===== config.mk =====
export PLATFORM = sky130hd
export DESIGN_NAME = trdb_output_ctrl
export DESIGN_NICKNAME = d
export VERILOG_FILES = /design/src/rtl/trdb_output_ctrl.sv
export SDC_FILE = /design/constraint.sdc
export NUM_CORES = 1
export LEC_CHECK = 0
export CORE_ASPECT_RATIO = 1.25
export CORE_MARGIN = 5
export CORE_UTILIZATION = 58
export CTS_BUF_LIST = sky130_fd_sc_hd__clkbuf_16
export DETAILED_ROUTE_END_ITERATION = 10
export PLACE_DENSITY = 0.82
export SLEW_MARGIN = 20
export SYNTH_ARGS = -nofsm -noshare
export SYNTH_HDL_FRONTEND = slang
export SYNTH_SLANG_ARGS = --single-unit

===== constraint.sdc =====
create_clock -name clk_i -period 13.85 [get_ports clk_i]
set_clock_uncertainty 0.15 [all_clocks]
set_input_delay 2.77 -clock clk_i [delete_from_list [all_inputs] [get_ports clk_i]]
set_output_delay 2.77 -clock clk_i [all_outputs]
set_load 0.005 [all_outputs]

===== src/rtl/trdb_output_ctrl.sv =====
// rtl/trdb_output_ctrl.sv - trace/sw-dump word arbiter, output FIFO, uDMA drain and flush sequencer
//
// Purpose:
//    Merges aligned trace packet words (no backpressure, fixed priority) and
//    software-dump words (valid/grant) into one FIFO, drains the FIFO to the
//    uDMA over valid/ready, sequences register-triggered flushes with a
//    4-phase req/done handshake and counts trace words lost to overflow.
//
// Ports:
//    clk_i, rst_i              clock, asynchronous active-high reset
//    trace_word_i/valid_i      trace word, single-cycle strobe
//    sw_word_i/valid_i         sw-dump word, held until sw_grant_o
//    sw_grant_o                sw word accepted this cycle (combinational)
//    flush_req_i/done_o        flush request level / registered completion
//    udma_data_o/valid_o       FIFO head toward the uDMA
//    udma_ready_i              uDMA accepts the head word
//    fifo_level_o              occupancy after the previous edge
//    overflow_o/cnt_o          sticky drop flag / saturating drop counter
//    clear_i                   clears the overflow flag and counter
module trdb_output_ctrl #(
   parameter int XLEN       = 32,
   parameter int FIFO_DEPTH = 8,
   parameter int CNT_WIDTH  = 16
) (
   input  logic                          clk_i,
   input  logic                          rst_i,
   input  logic [XLEN-1:0]               trace_word_i,
   input  logic                          trace_valid_i,
   input  logic [XLEN-1:0]               sw_word_i,
   input  logic                          sw_valid_i,
   output logic                          sw_grant_o,
   input  logic                          flush_req_i,
   output logic                          flush_done_o,
   output logic [XLEN-1:0]               udma_data_o,
   output logic                          udma_valid_o,
   input  logic                          udma_ready_i,
   output logic [$clog2(FIFO_DEPTH):0]   fifo_level_o,
   output logic                          overflow_o,
   output logic [CNT_WIDTH-1:0]          overflow_cnt_o,
   input  logic                          clear_i
);

   localparam int AW = $clog2(FIFO_DEPTH);
   localparam int LW = AW + 1;
   localparam logic [LW-1:0]        DEPTH_L = LW'(FIFO_DEPTH);
   localparam logic [CNT_WIDTH-1:0] CNT_MAX = '1;

   typedef enum logic [1:0] {
      IDLE  = 2'd0,
      DRAIN = 2'd1,
      DONE  = 2'd2
   } state_t;

   state_t state, state_next;

   logic [XLEN-1:0] mem [FIFO_DEPTH];
   logic [AW-1:0]   rd_ptr, wr_ptr;
   logic [LW-1:0]   level;

   logic            pop, space, push, trace_push, drop;
   logic [XLEN-1:0] push_data;

   // Handshake and arbitration.  A full FIFO still has space when the head
   // leaves in the same cycle.
   assign pop        = udma_valid_o && udma_ready_i;
   assign space      = (level != DEPTH_L) || pop;
   assign trace_push = trace_valid_i && space;
   assign drop       = trace_valid_i && !space;
   assign sw_grant_o = sw_valid_i && !trace_valid_i && space && (state != DRAIN);
   assign push       = trace_push || sw_grant_o;
   assign push_data  = trace_valid_i ? trace_word_i : sw_word_i;

   // Output side comes only from registered storage and the level counter.
   assign udma_valid_o = (level != '0);
   assign udma_data_o  = mem[rd_ptr];
   assign fifo_level_o = level;
   assign flush_done_o = (state == DONE);

   // Storage and pointers.  Power-of-two depth lets pointers wrap naturally;
   // full/empty come from the level counter alone.
   always_ff @(posedge clk_i or posedge rst_i) begin
      if (rst_i) begin
         for (int i = 0; i < FIFO_DEPTH; i++) begin
            mem[i] <= '0;
         end
         wr_ptr <= '0;
         rd_ptr <= '0;
         level  <= '0;
      end else begin
         if (push) begin
            mem[wr_ptr] <= push_data;
            wr_ptr      <= wr_ptr + AW'(1);
         end
         if (pop) begin
            rd_ptr <= rd_ptr + AW'(1);
         end
         case ({push, pop})
            2'b10:   level <= level + LW'(1);
            2'b01:   level <= level - LW'(1);
            default: level <= level;
         endcase
      end
   end

   // Overflow bookkeeping.  A drop in the same cycle as a clear restarts the
   // count at one so that the lost word is never hidden.
   always_ff @(posedge clk_i or posedge rst_i) begin
      if (rst_i) begin
         overflow_o     <= 1'b0;
         overflow_cnt_o <= '0;
      end else if (drop) begin
         overflow_o <= 1'b1;
         if (clear_i) begin
            overflow_cnt_o <= CNT_WIDTH'(1);
         end else if (overflow_cnt_o != CNT_MAX) begin
            overflow_cnt_o <= overflow_cnt_o + CNT_WIDTH'(1);
         end
      end else if (clear_i) begin
         overflow_o     <= 1'b0;
         overflow_cnt_o <= '0;
      end
   end

   // Flush sequencer state register.
   always_ff @(posedge clk_i or posedge rst_i) begin
      if (rst_i) begin
         state <= IDLE;
      end else begin
         state <= state_next;
      end
   end

   // DRAIN completes only when nothing is buffered and no trace word is
   // arriving, so DONE is never entered with a word about to land.
   always_comb begin
      state_next = state;
      case (state)
         IDLE: begin
            if (flush_req_i) begin
               state_next = DRAIN;
            end
         end
         DRAIN: begin
            if (!flush_req_i) begin
               state_next = IDLE;
            end else if ((level == '0) && !trace_valid_i) begin
               state_next = DONE;
            end
         end
         DONE: begin
            if (!flush_req_i) begin
               state_next = IDLE;
            end
         end
         default: state_next = IDLE;
      endcase
   end

endmodule


==> metrics.md, run 1 <==
| Metric | Value |
|---|---|
| Outcome | complete, no violations |
| Area grow syn2layout | 16.27% |
| Clock Power Share | 0.184 |
| # fillers | 1605 |
| Worst-Margin Slew | 1.019 ns |
| Via density | a little over 6 |
| Setup TNS Final | 0 ns |
| Layout Nets | 1059 |
| H-tree levels | 1 |
| Area share of the largest cell type after synthesis | 0.5218 |
| Max clock buf depth | 3 |
| Chip height | roughly 180 um |
| Vias in the first global route | just under 9000 |
| Worst EP required | between 10 and 15 ns |
| Routed wl met3 | 958 um |
| Sequential cell area | a little over 0.007 mm2 |
| Syn nets | 940 |
| 1st-iter DRT viols | around 350 |
| Leakage power | ~0.0064 uW |
| CTS sink count | 285 |
| R2R Setup Slk | approximately 11 ns |
| Slew Viols, Final | 0 |
| Setup CP Type | primary input to primary output |
| CTS tree | done |
| Hold depth | 1 |
| Synth Instances | 863 |
| Post-synth cell types | 52 |
| Largest net degree at the start of global routing | 140 |
| DRT antenna net count | 0 |
| Placed insts | approximately 1200 |
| # rows | between 60 and 70 |
| Initial antenna violation count | 0 |
| ANT cells | 0 |
| Sequential-to-total area share from yosys stat | 0.5218 |
| Max-Cap Viols | 0 |
| Initial Util | 0.5912 |
| Metal2 WL | approximately 15 mm |
| Port bufs | between 100 and 150 |
| FF+latch count, synth | about 290 |
| Hold Fails Final Rpt | 0 |
| M1 WL | 12.16 mm |
| Min Tclk post-route | slightly below 8 ns |
| Final setup fails | 0 |
| Startpoint class of the critical path | primary input |
| Pre-antenna DRT Iters | 4 |
| CTS Buf Count | 29 |
| First-pass GRT wire length | 46.49 mm |
| Post-CTS sizing | 0 |
| Vias post-DR | about 7900 |
| Primary FF master, synth | dfrtp_1 |
| Syn_area_per_cell | between 15 and 20 um2 |
| Slew Limit Headroom | 0.3206 |
| Psw | about 1100 uW |
| Post-synth EDFFs | 0 |
| Setup Buffers After CTS | 0 |
| Worst Hold Path EP | state[0]$_DFFE_PP0P_ |
| Multi-input gate area | a little over 0.006 mm2 |
| FFs w/ async S/R, synth | 1.000 |
| Drt total wl | between 20 and 30 mm |
| WHS | 0.3342 ns |
| Sequential share of power | 0.397 |
| Combinational share of power | 0.420 |
| Sw Ratio | 0.2954 |
| Area after DPL | about 0.015 mm2 |
| Clock transition at the registers of the reported paths | 0.06 ns |
| Highest layer used for signal routing | met4 |
| Arrival time worst endpoint | around 5.0 ns |
| Hold Path Class | flip-flop to flip-flop |
| Synth Cell Area | roughly 0.014 mm2 |
| Finished Cell Area | about 0.016 mm2 |
| Final period utilization | 0.5712 |
| Core region area | 0.02312 mm2 |
| Clk root buf | clkbuf_16 |
| CTS Hold Buffers Added | 0 |
| Finished Layout Cells | 1292 |
| IO Pins | between 100 and 150 |
| Grt ovf | 0 |
| Worst r2r dst | fifo_level_o[2]$_DFFE_PP0P_ |
| Capturing element type of the critical path | primary output |
| Crit Path Max Fanout | 11 |
| Die area | 0.02675 mm2 |
| RSZ-0062 raised after global routing | false |
| Tot GR Track Use | 0.2135 |
| Detailed placer's ending HPWL | 17.04 mm |
| Total number of yosys warnings | 0 |
| Layout cell share with drive strength beyond 1 | 0.4462 |
| DRC | 0 |
| Power density of the placed cells | around 240 mW/mm2 |
| Worst R2R Start | fifo_level_o[2]$_DFFE_PP0P_ |
| Peak supply drop | 0.1411 mV |
| Worst Hold Launch | state[0]$_DFFE_PP0P_ |
| Die X | 147.3 um |
| Cell taking the most area after synthesis | dfrtp_1 |
| Main area contributors after synthesis | dfrtp_1, mux2_2, mux4_2, buf_6, mux2_1 |
| Clock latency on the worst-skew pair | 0.54 ns |
| Worst r2r path cells | 11 |
| Fmax | 126.4 MHz |
| Detailed-route wire length per cell | approximately 22 um |
| P_int | ~2700 uW |
| Routability cong. | between 0.7 and 0.8 |
==> state kept, by name (all words and copies together) (netlist names) <==
name / count
fifo_level_o: 4
mem: 256
overflow_o: 1
wr_ptr: 3
rd_ptr: 3
overflow_cnt_o: 16
state: 2
==> per-layer routing <==
| layer | track usage | up-vias |
|---|---|---|
| met5 | 0 | - |
| met4 | 0.04662 | 0 |
| met3 | 0.03017 | 29 |
| met2 | 0.3747 | 140 |
| met1 | 0.2859 | 4201 |
| li1 | - | 3489 |
==> worst max-delay path, stage by stage <==
cell and delay (ns):
clkdlybuf4s50_1 0.46, nor3b_2 0.28, nor3b_4 0.88, nor3_1 0.11
clkdlybuf4s50_1 0.50
==> Yosys cell counts (5+ instances only) <==
library cell  number
mux2_2           309
nand2_1            8
buf_2             11
nor2_1             5
nor3_1            10
mux2_1            15
ha_1               6
mux4_2            64
inv_1              6
clkbuf_1          17
dfrtp_1          285
nand2b_1           5
buf_6             19
a21oi_1           12
xor2_1             6
nand3_1            5
==> stage by stage <==
stage	setup WS, ns	total power, uW	util
global placement	5.984	3038	0.6511
floorplan	3.066	2567	-
CTS	5.925	3813	0.6872
finish	5.938	3764	0.6874
global route	5.746	3988	0.6874
detailed placement	5.921	3104	0.6511
==> final cells by class <==
type                    count  share of cell area
clock buffers              29             0.04567
clock inverters            24            0.006929
flip-flops and latches    285              0.4491
repair buffers            142             0.08685
inverters                   6            0.001890
well taps                 288             0.02268
multi-input cells         518              0.3869
==> worst max-delay path by stage <==
stage / startpoint / end / slack [ns] / cells past startpoint
after CTS: udma_ready_i / sw_grant_o / 5.92 / 5
after floorplan: rst_i / fifo_level_o[0]$_DFFE_PP0P_ / 3.07 / 1
after global placement: udma_ready_i / sw_grant_o / 5.98 / 5
after detailed placement: udma_ready_i / sw_grant_o / 5.92 / 5
final: udma_ready_i / sw_grant_o / 5.94 / 5
after global routing: udma_ready_i / sw_grant_o / 5.75 / 5
==> cell families after synthesis <==
| logic type | after synthesis | share of synthesized area |
|---|---|---|
| AOI/OAI and AO/OA | 31 | 0.01492 |
| xor gates and xnor gates | 10 | 0.006408 |
| adders and majority gates | 6 | 0.005493 |
| buffers and inverters | 60 | 0.02902 |
| DFF | 285 | 0.5218 |
| muxes | 388 | 0.3724 |
| and+or+nand+nor | 83 | 0.04990 |
==> cells in the final DEF, fill, tap and decap left out, drive strengths merged, types with 3 or more instances in the layout <==
master,count
mux2,324
dfrtp,285
clkdlybuf4s50,125
mux4,64
clkbuf,29
buf,17
clkinv,17
a21oi,13
inv,12
nor3,10
nor4,9
nand2,8
xor2,6
ha,6
nand3,6
nor4b,6
nand2b,5
nor2,5
nor3b,5
nor2b,4
o21ai,4
xnor2,4
or4,3
and2,3
nand4,3
nor4bb,3
a31oi,3
==> power groups by stage <==
stage / clock (uW) / combinational [uW] / sequential (uW)
finish: 691 / 1580 / 1490
CTS: 706 / 1610 / 1500
detailed placement: 0 / 1590 / 1510
global placement: 0 / 1550 / 1480
floorplan: 0 / 1190 / 1380
global route: 738 / 1700 / 1550
(Power assumes the default switching activity.)
==> run 2: changes to the inputs <==
--- a/config.mk
+++ b/config.mk
@@ -7,10 +7,10 @@
 export LEC_CHECK = 0
 export CORE_ASPECT_RATIO = 1.25
 export CORE_MARGIN = 5
-export CORE_UTILIZATION = 58
+export CORE_UTILIZATION = 52
 export CTS_BUF_LIST = sky130_fd_sc_hd__clkbuf_16
 export DETAILED_ROUTE_END_ITERATION = 10
-export PLACE_DENSITY = 0.82
+export PLACE_DENSITY = 0.78
 export SLEW_MARGIN = 20
 export SYNTH_ARGS = -nofsm -noshare
 export SYNTH_HDL_FRONTEND = slang
==> constraint.sdc (replaced) <==
create_clock -name clk_i -period 6.5 [get_ports clk_i]
set_clock_uncertainty 0.15 [all_clocks]
set_input_delay 1.3 -clock clk_i [delete_from_list [all_inputs] [get_ports clk_i]]
set_output_delay 1.3 -clock clk_i [all_outputs]
set_load 0.005 [all_outputs]
==> run 2 against run 1 <==
Net effect:
- sequential share of layout area is 0.20 points lower
- die area is 11% higher
- register-to-register slack worse by 6.9 ns
- clock-buffer cell count is 2 lower
- first-iteration DRC count is 23% lower
- largest cell class unchanged
- highest routed layer unchanged
==> metrics.md, run 2 (same netlist as run 1, synthesis figures left out) <==
| Metric | Value |
|---|---|
| Outcome | complete, no violations |
| Vias post-DR | 7723 (-1.7%) |
| Setup CP Type | flip-flop to primary output |
| Clk root buf | clkbuf_16 |
| Routability cong. | 0.7364 (-2.7%) |
| Layout cell share with drive strength beyond 1 | 0.4464 (about the same) |
| WHS | 0.3210 ns (-0.01320 ns) |
| Worst-Margin Slew | 1.054 ns (+0.03470 ns) |
| CTS sink count | 285 (unchanged) |
| Drt total wl | 27.62 mm (-2.3%) |
| Tot GR Track Use | 0.1917 (-0.02181) |
| # rows | 66 (+6.5%) |
| CTS tree | done |
| Largest net degree at the start of global routing | 179 (+28%) |
| Leakage power | 0.006429 uW (about the same) |
| IO Pins | 127 (unchanged) |
| Hold Path Class | flip-flop to flip-flop |
| Via density | 5.768 (-5.2%) |
| Final period utilization | 0.7291 |
| Chip height | 191.3 um (+5.3%) |
| Fmax | 211.0 MHz |
| CTS Hold Buffers Added | 0 (unchanged) |
| Max clock buf depth | 3 (unchanged) |
| Power density of the placed cells | 502.6 mW/mm2 (+110%) |
| Detailed-route wire length per cell | 20.63 um (-5.7%) |
| RSZ-0062 raised after global routing | false |
| Slew Limit Headroom | 0.2975 (-0.02314) |
| Slew Viols, Final | 0 (unchanged) |
| DRT antenna net count | 0 (unchanged) |
| Capturing element type of the critical path | primary output |
| CTS Buf Count | 27 (-6.9%) |
| Detailed placer's ending HPWL | 16.24 mm (-4.7%) |
| Vias in the first global route | 8557 (-1.9%) |
| Most frequent cells in the layout | mux2_2, dfrtp_1, clkdlybuf4s50_1 |
| Pre-antenna DRT Iters | 4 (unchanged) |
| Max reg flops | 256 (unchanged) |
| Crit Path Max Fanout | 42 (+31) |
| H-tree levels | 1 (unchanged) |
| Post-CTS sizing | 0 (unchanged) |
| Clock transition at the registers of the reported paths | 0.06 ns (about the same) |
| Hold Fails Final Rpt | 0 (unchanged) |
| Top reg by flops | mem |
| Startpoint class of the critical path | flip-flop |
| Grt ovf | 0 (unchanged) |
| Setup Buffers After CTS | 0 (unchanged) |
| First-pass GRT wire length | 45.76 mm (-1.6%) |
| Die X | 155.0 um (+5.2%) |
| Min Tclk post-route | around 4.7 ns |
| 1st-iter DRT viols | 271 (-23%) |
| Pre-CTS setup slack | 1.866 ns (-4.054 ns) |
| Clock latency on the worst-skew pair | 0.52 ns (-0.02 ns) |
| Arrival time worst endpoint | 3.29 ns (-1.70 ns) |
| Max-Cap Viols | 0 (unchanged) |
| Setup WS post-layout | 1.761 ns (-4.178 ns) |
| Setup TNS Final | 0 ns (unchanged) |
| Worst EP required | 5.05 ns (-5.88 ns) |
| Final setup fails | 0 (unchanged) |
| Commonest non-fill, non-tap cell in the layout | mux2_2 |
| Die area | 0.02965 mm2 (+11%) |
| Initial antenna violation count | 0 (unchanged) |
| Core region area | 0.02601 mm2 (+13%) |
| ANT cells | 0 (unchanged) |
| Peak supply drop | 0.3024 mV (+110%) |
| Area grow syn2layout | 16.82% |
| Initial Util | 0.5254 (-0.06580) |
| Layout Nets | 1056 (-0.28%) |
| Port bufs | 126 (unchanged) |
| DRC | 0 (unchanged) |
run 2: changes by cell type in the layout (fill, tap and decap cells not counted):
cell       change
bufinv_16      +3
clkinv_1       -4
dfrtp_1        -1
inv_8          -1
buf_12         +1
buf_4          -1
buf_6          -1
inv_1          +2
clkbuf_16      -2
inv_6          -1
clkinv_2       -1
dfrtp_2        +1
run 2: worst max-delay path: stages, from the launching register on:
cell and delay (ns):
dfrtp_4 0.98, buf_4 0.43, mux4_2 0.54, mux2_2 0.30
clkdlybuf4s50_1 0.46
run 2: final timing paths:
path,startpoint,endpoint,slack (ns),depth (start not counted)
setup / recovery,rd_ptr[0]$_DFFE_PP0N_,udma_data_o[19],1.76,4
hold / removal,state[0]$_DFFE_PP0P_,state[0]$_DFFE_PP0P_,0.32,1
setup reg to reg,fifo_level_o[2]$_DFFE_PP0P_,fifo_level_o[2]$_DFFE_PP0P_,3.67,12
hold reg to reg,state[0]$_DFFE_PP0P_,state[0]$_DFFE_PP0P_,0.32,1
max in group asynchronous,rst_i,rd_ptr[0]$_DFFE_PP0N_,3.62,3
min in group asynchronous,rst_i,mem[160]$_DFFE_PP0P_,1.13,2
run 2: power breakdown:
| group | total, uW | switching [uW] | leakage, uW | internal, uW |
|---|---|---|---|---|
| Clock | 1510 | 644 | 0.000450 | 870 |
| Combinational | 3270 | 1060 | 0.00255 | 2210 |
| Sequential | 3240 | 609 | 0.00343 | 2630 |
run 2: cell type report:
cell class              instances  area (um2)
flip-flops and latches        285        7138
fillers                      2021       10050
clock buffers                  27       675.6
inverters                       6       26.28
repair buffers                141        1381
clock inverters                22       171.4
well taps                     340       425.4
multi-input cells             518        6147
run 2: metrics by stage:
step | total power (uW) | cells | instance area (um2) | utilization
after global placement | 6479 | 1290 | 15120 | 0.5812
after detailed placement | 6602 | 1290 | 15120 | 0.5812
final | 8025 | 1339 | 15970 | 0.6138
after global routing | 8541 | 1339 | 15970 | 0.6138
after CTS | 8138 | 1339 | 15970 | 0.6138
after floorplan | 5471 | 863 | 13670 | -
run 2: metal layers:
metal | wire length (um) | GRT usage
met4 | 290 | 0.03194
met1 | 12210 | 0.2652
met5 | 0 | 0
met2 | 14140 | 0.3309
met3 | 985 | 0.02627
==> RTL change (flow settings as in run 2) <==
Add an input register stage for `sw_word_i` and `sw_valid_i`, cleared by the reset; this delays them by one clock. The other inputs are not delayed to match.
--- a/src/rtl/trdb_output_ctrl.sv
+++ b/src/rtl/trdb_output_ctrl.sv
@@ -51,6 +51,19 @@
       DONE  = 2'd2
    } state_t;
 
+   logic [XLEN-1:0] sw_word_q;
+   logic sw_valid_q;
+
+   always_ff @(posedge clk_i or posedge rst_i) begin
+      if (rst_i) begin
+         sw_word_q  <= '0;
+         sw_valid_q <= '0;
+      end else begin
+         sw_word_q  <= sw_word_i;
+         sw_valid_q <= sw_valid_i;
+      end
+   end
+
    state_t state, state_next;
 
    logic [XLEN-1:0] mem [FIFO_DEPTH];
@@ -66,9 +79,9 @@
    assign space      = (level != DEPTH_L) || pop;
    assign trace_push = trace_valid_i && space;
    assign drop       = trace_valid_i && !space;
-   assign sw_grant_o = sw_valid_i && !trace_valid_i && space && (state != DRAIN);
+   assign sw_grant_o = sw_valid_q && !trace_valid_i && space && (state != DRAIN);
    assign push       = trace_push || sw_grant_o;
-   assign push_data  = trace_valid_i ? trace_word_i : sw_word_i;
+   assign push_data  = trace_valid_i ? trace_word_i : sw_word_q;
 
    // Output side comes only from registered storage and the level counter.
    assign udma_valid_o = (level != '0);
Behaviour: not the same (Yosys sat finds a counterexample within 4 cycles, from zero or initial values and one cycle with rst_i high).
==> RTL change against run 2 <==
  * Setup slack got worse by 0.36 ns
  * Area after synthesis increased by 6.6%
  * Cell area increased by 7.6%
  * Power grew 7.5%
  * Register-to-register slack got worse by 0.50 ns
  * Sequential cell count increased by 33
  * Count of clock-buffer cells in the layout grew 9
  * Routed wire length rose by 6.2%
  * Die area up 6.2%
  * Largest cell class unchanged
  * Largest power group is now registers
  * Highest routed layer unchanged
==> RTL change: results (changes against run 2) <==
Non-clk invs: 9 (+3)
Met2 usage: 0.3287 (-0.002281)
Clock buffer count in the final layout: 36 (+33%)
Critical path origin: udma_ready_i
Worst path slowest cell: nor3b_4
Clock sink count: 318 (+12%)
Data buffer area share: 0.08333 (-0.003187)
Sequential fraction of the synthesis area: 0.5464 (+0.02460)
Hold Slack: 0.3254 ns (+0.004372 ns)
Top post-synthesis cells by area: dfrtp_1 (55%), mux2_2 (17%), mux4_2 (9.9%), mux2_1 (6.2%), mux2_4 (2.1%)
Synth Area in Adders: 0.005155 (-0.0003379)
DR WL/cell: 20.91 um (+1.3%)
Footprint of the multi-input gates: 6195 um^2 (+0.77%)
Clock buffer count from CTS: 35 (+30%)
Post-synthesis compound-gate area fraction: 0.01907 (+0.004151)
Initial drt markers: 430 (+59%)
Layout cells sized above 1: 0.3770 (-0.06943)
Syn Nets: 975 (+3.7%)
CP endpoint: sw_grant_o
Nets: 1,103 (+4.5%)
Critical path peak fanout: 11 (-74%)
Post-DP HPWL: 17,670 um (+8.8%)
Fin cells: 1,403 (+4.8%)
Status: finished clean
Synth Area in XOR/XNOR: 0.006616 (+0.0002072)
GRT met3 Usage: 0.03152 (+0.005249)
CP top delay family: simple AND/OR/NAND/NOR gates
First-pass GRT wire length: 48,430 um (+5.8%)
Clock network share of area: 0.06454 (+0.01148)
Non-clk bufs: 146 (+3.5%)
H-tree depth: 2 (+1)
Sequential cell area share: 0.4638 (+0.01669)
Worst EP arrival: 3.65 ns (+0.36 ns)
Multiplexer share of the synthesized area: 0.3539 (-0.01853)
Via Count: 8,181 (+5.9%)
Initial antenna violation count: 1 (+1)
Met3 wire length: 1081 um (+9.7%)
Cells after DPL: 1,339 (+3.8%)
Syn_area_per_cell: 16.22 um^2 (+2.4%)
Slew HR: 0.2602 (-0.03723)
Met1 Use GR: 0.2534 (-0.01185)
Leak pwr: 7.044 nW (+9.6%)
Most frequent cells after synthesis: dfrtp_1 (318), mux2_2 (223), mux2_1 (80)
Dpl ws: 1.387 ns (-0.4794 ns)
Largest net degree at the start of global routing: 146 (-18%)
#MultiIn Comb: 516 (-0.39%)
GPL Wtd Cong: 0.7888 (+7.1%)
Vias in the first global route: 8,898 (+4.0%)
Met1 Wirelength: 12,720 um (+4.2%)
Worst R2R Path Depth: 11 (-1)
Maximum VDD drop: 0.0003620 V (+20%)
Metal2 WL: 14,910 um (+5.5%)
Post-route setup slack: 1.401 ns (-0.3597 ns)
R2r setup slk: 3.17 ns (-0.50 ns)
CP peak stage delay: 0.86 ns (-0.12 ns)
Fill cell count: 2,062 (+2.0%)
Critical path startpoint category: input pin
GRT Total Usage: 0.1906 (-0.001078)
## RTL change: cell types whose count changed in the layout (fill, tap and decap cells not counted), moves of 5 or more
cell and change:
o31ai_1 +6, a21oi_1 -6, mux2_2 -86, nor3_1 -7, o311ai_0 +7, nand4_1 +6
clkbuf_16 +9, dfrtp_1 +33, mux2_1 +65, mux2_4 +20, inv_1 +5
## RTL change: metrics by stage
stage	utilization	instance area [um^2]
floorplan	-	14570
global placement	0.5811	16070
detailed placement	0.5811	16070
CTS	0.6212	17180
global route	0.6212	17180
finish	0.6212	17180
## RTL change: power breakdown
part | switching, mW | internal (mW) | leakage (nW)
registers | 0.665 | 2.85 | 3.82
logic | 1.03 | 2.20 | 2.65
clock network | 0.793 | 1.10 | 0.576
## RTL change: logic make-up after synthesis
group | count (synthesis)
adders and majority gates | 6
AOI/OAI and AO/OA | 39
xor gates and xnor gates | 11
muxes | 387
DFF | 318
and+or+nand+nor | 73
buffers and inverters | 64
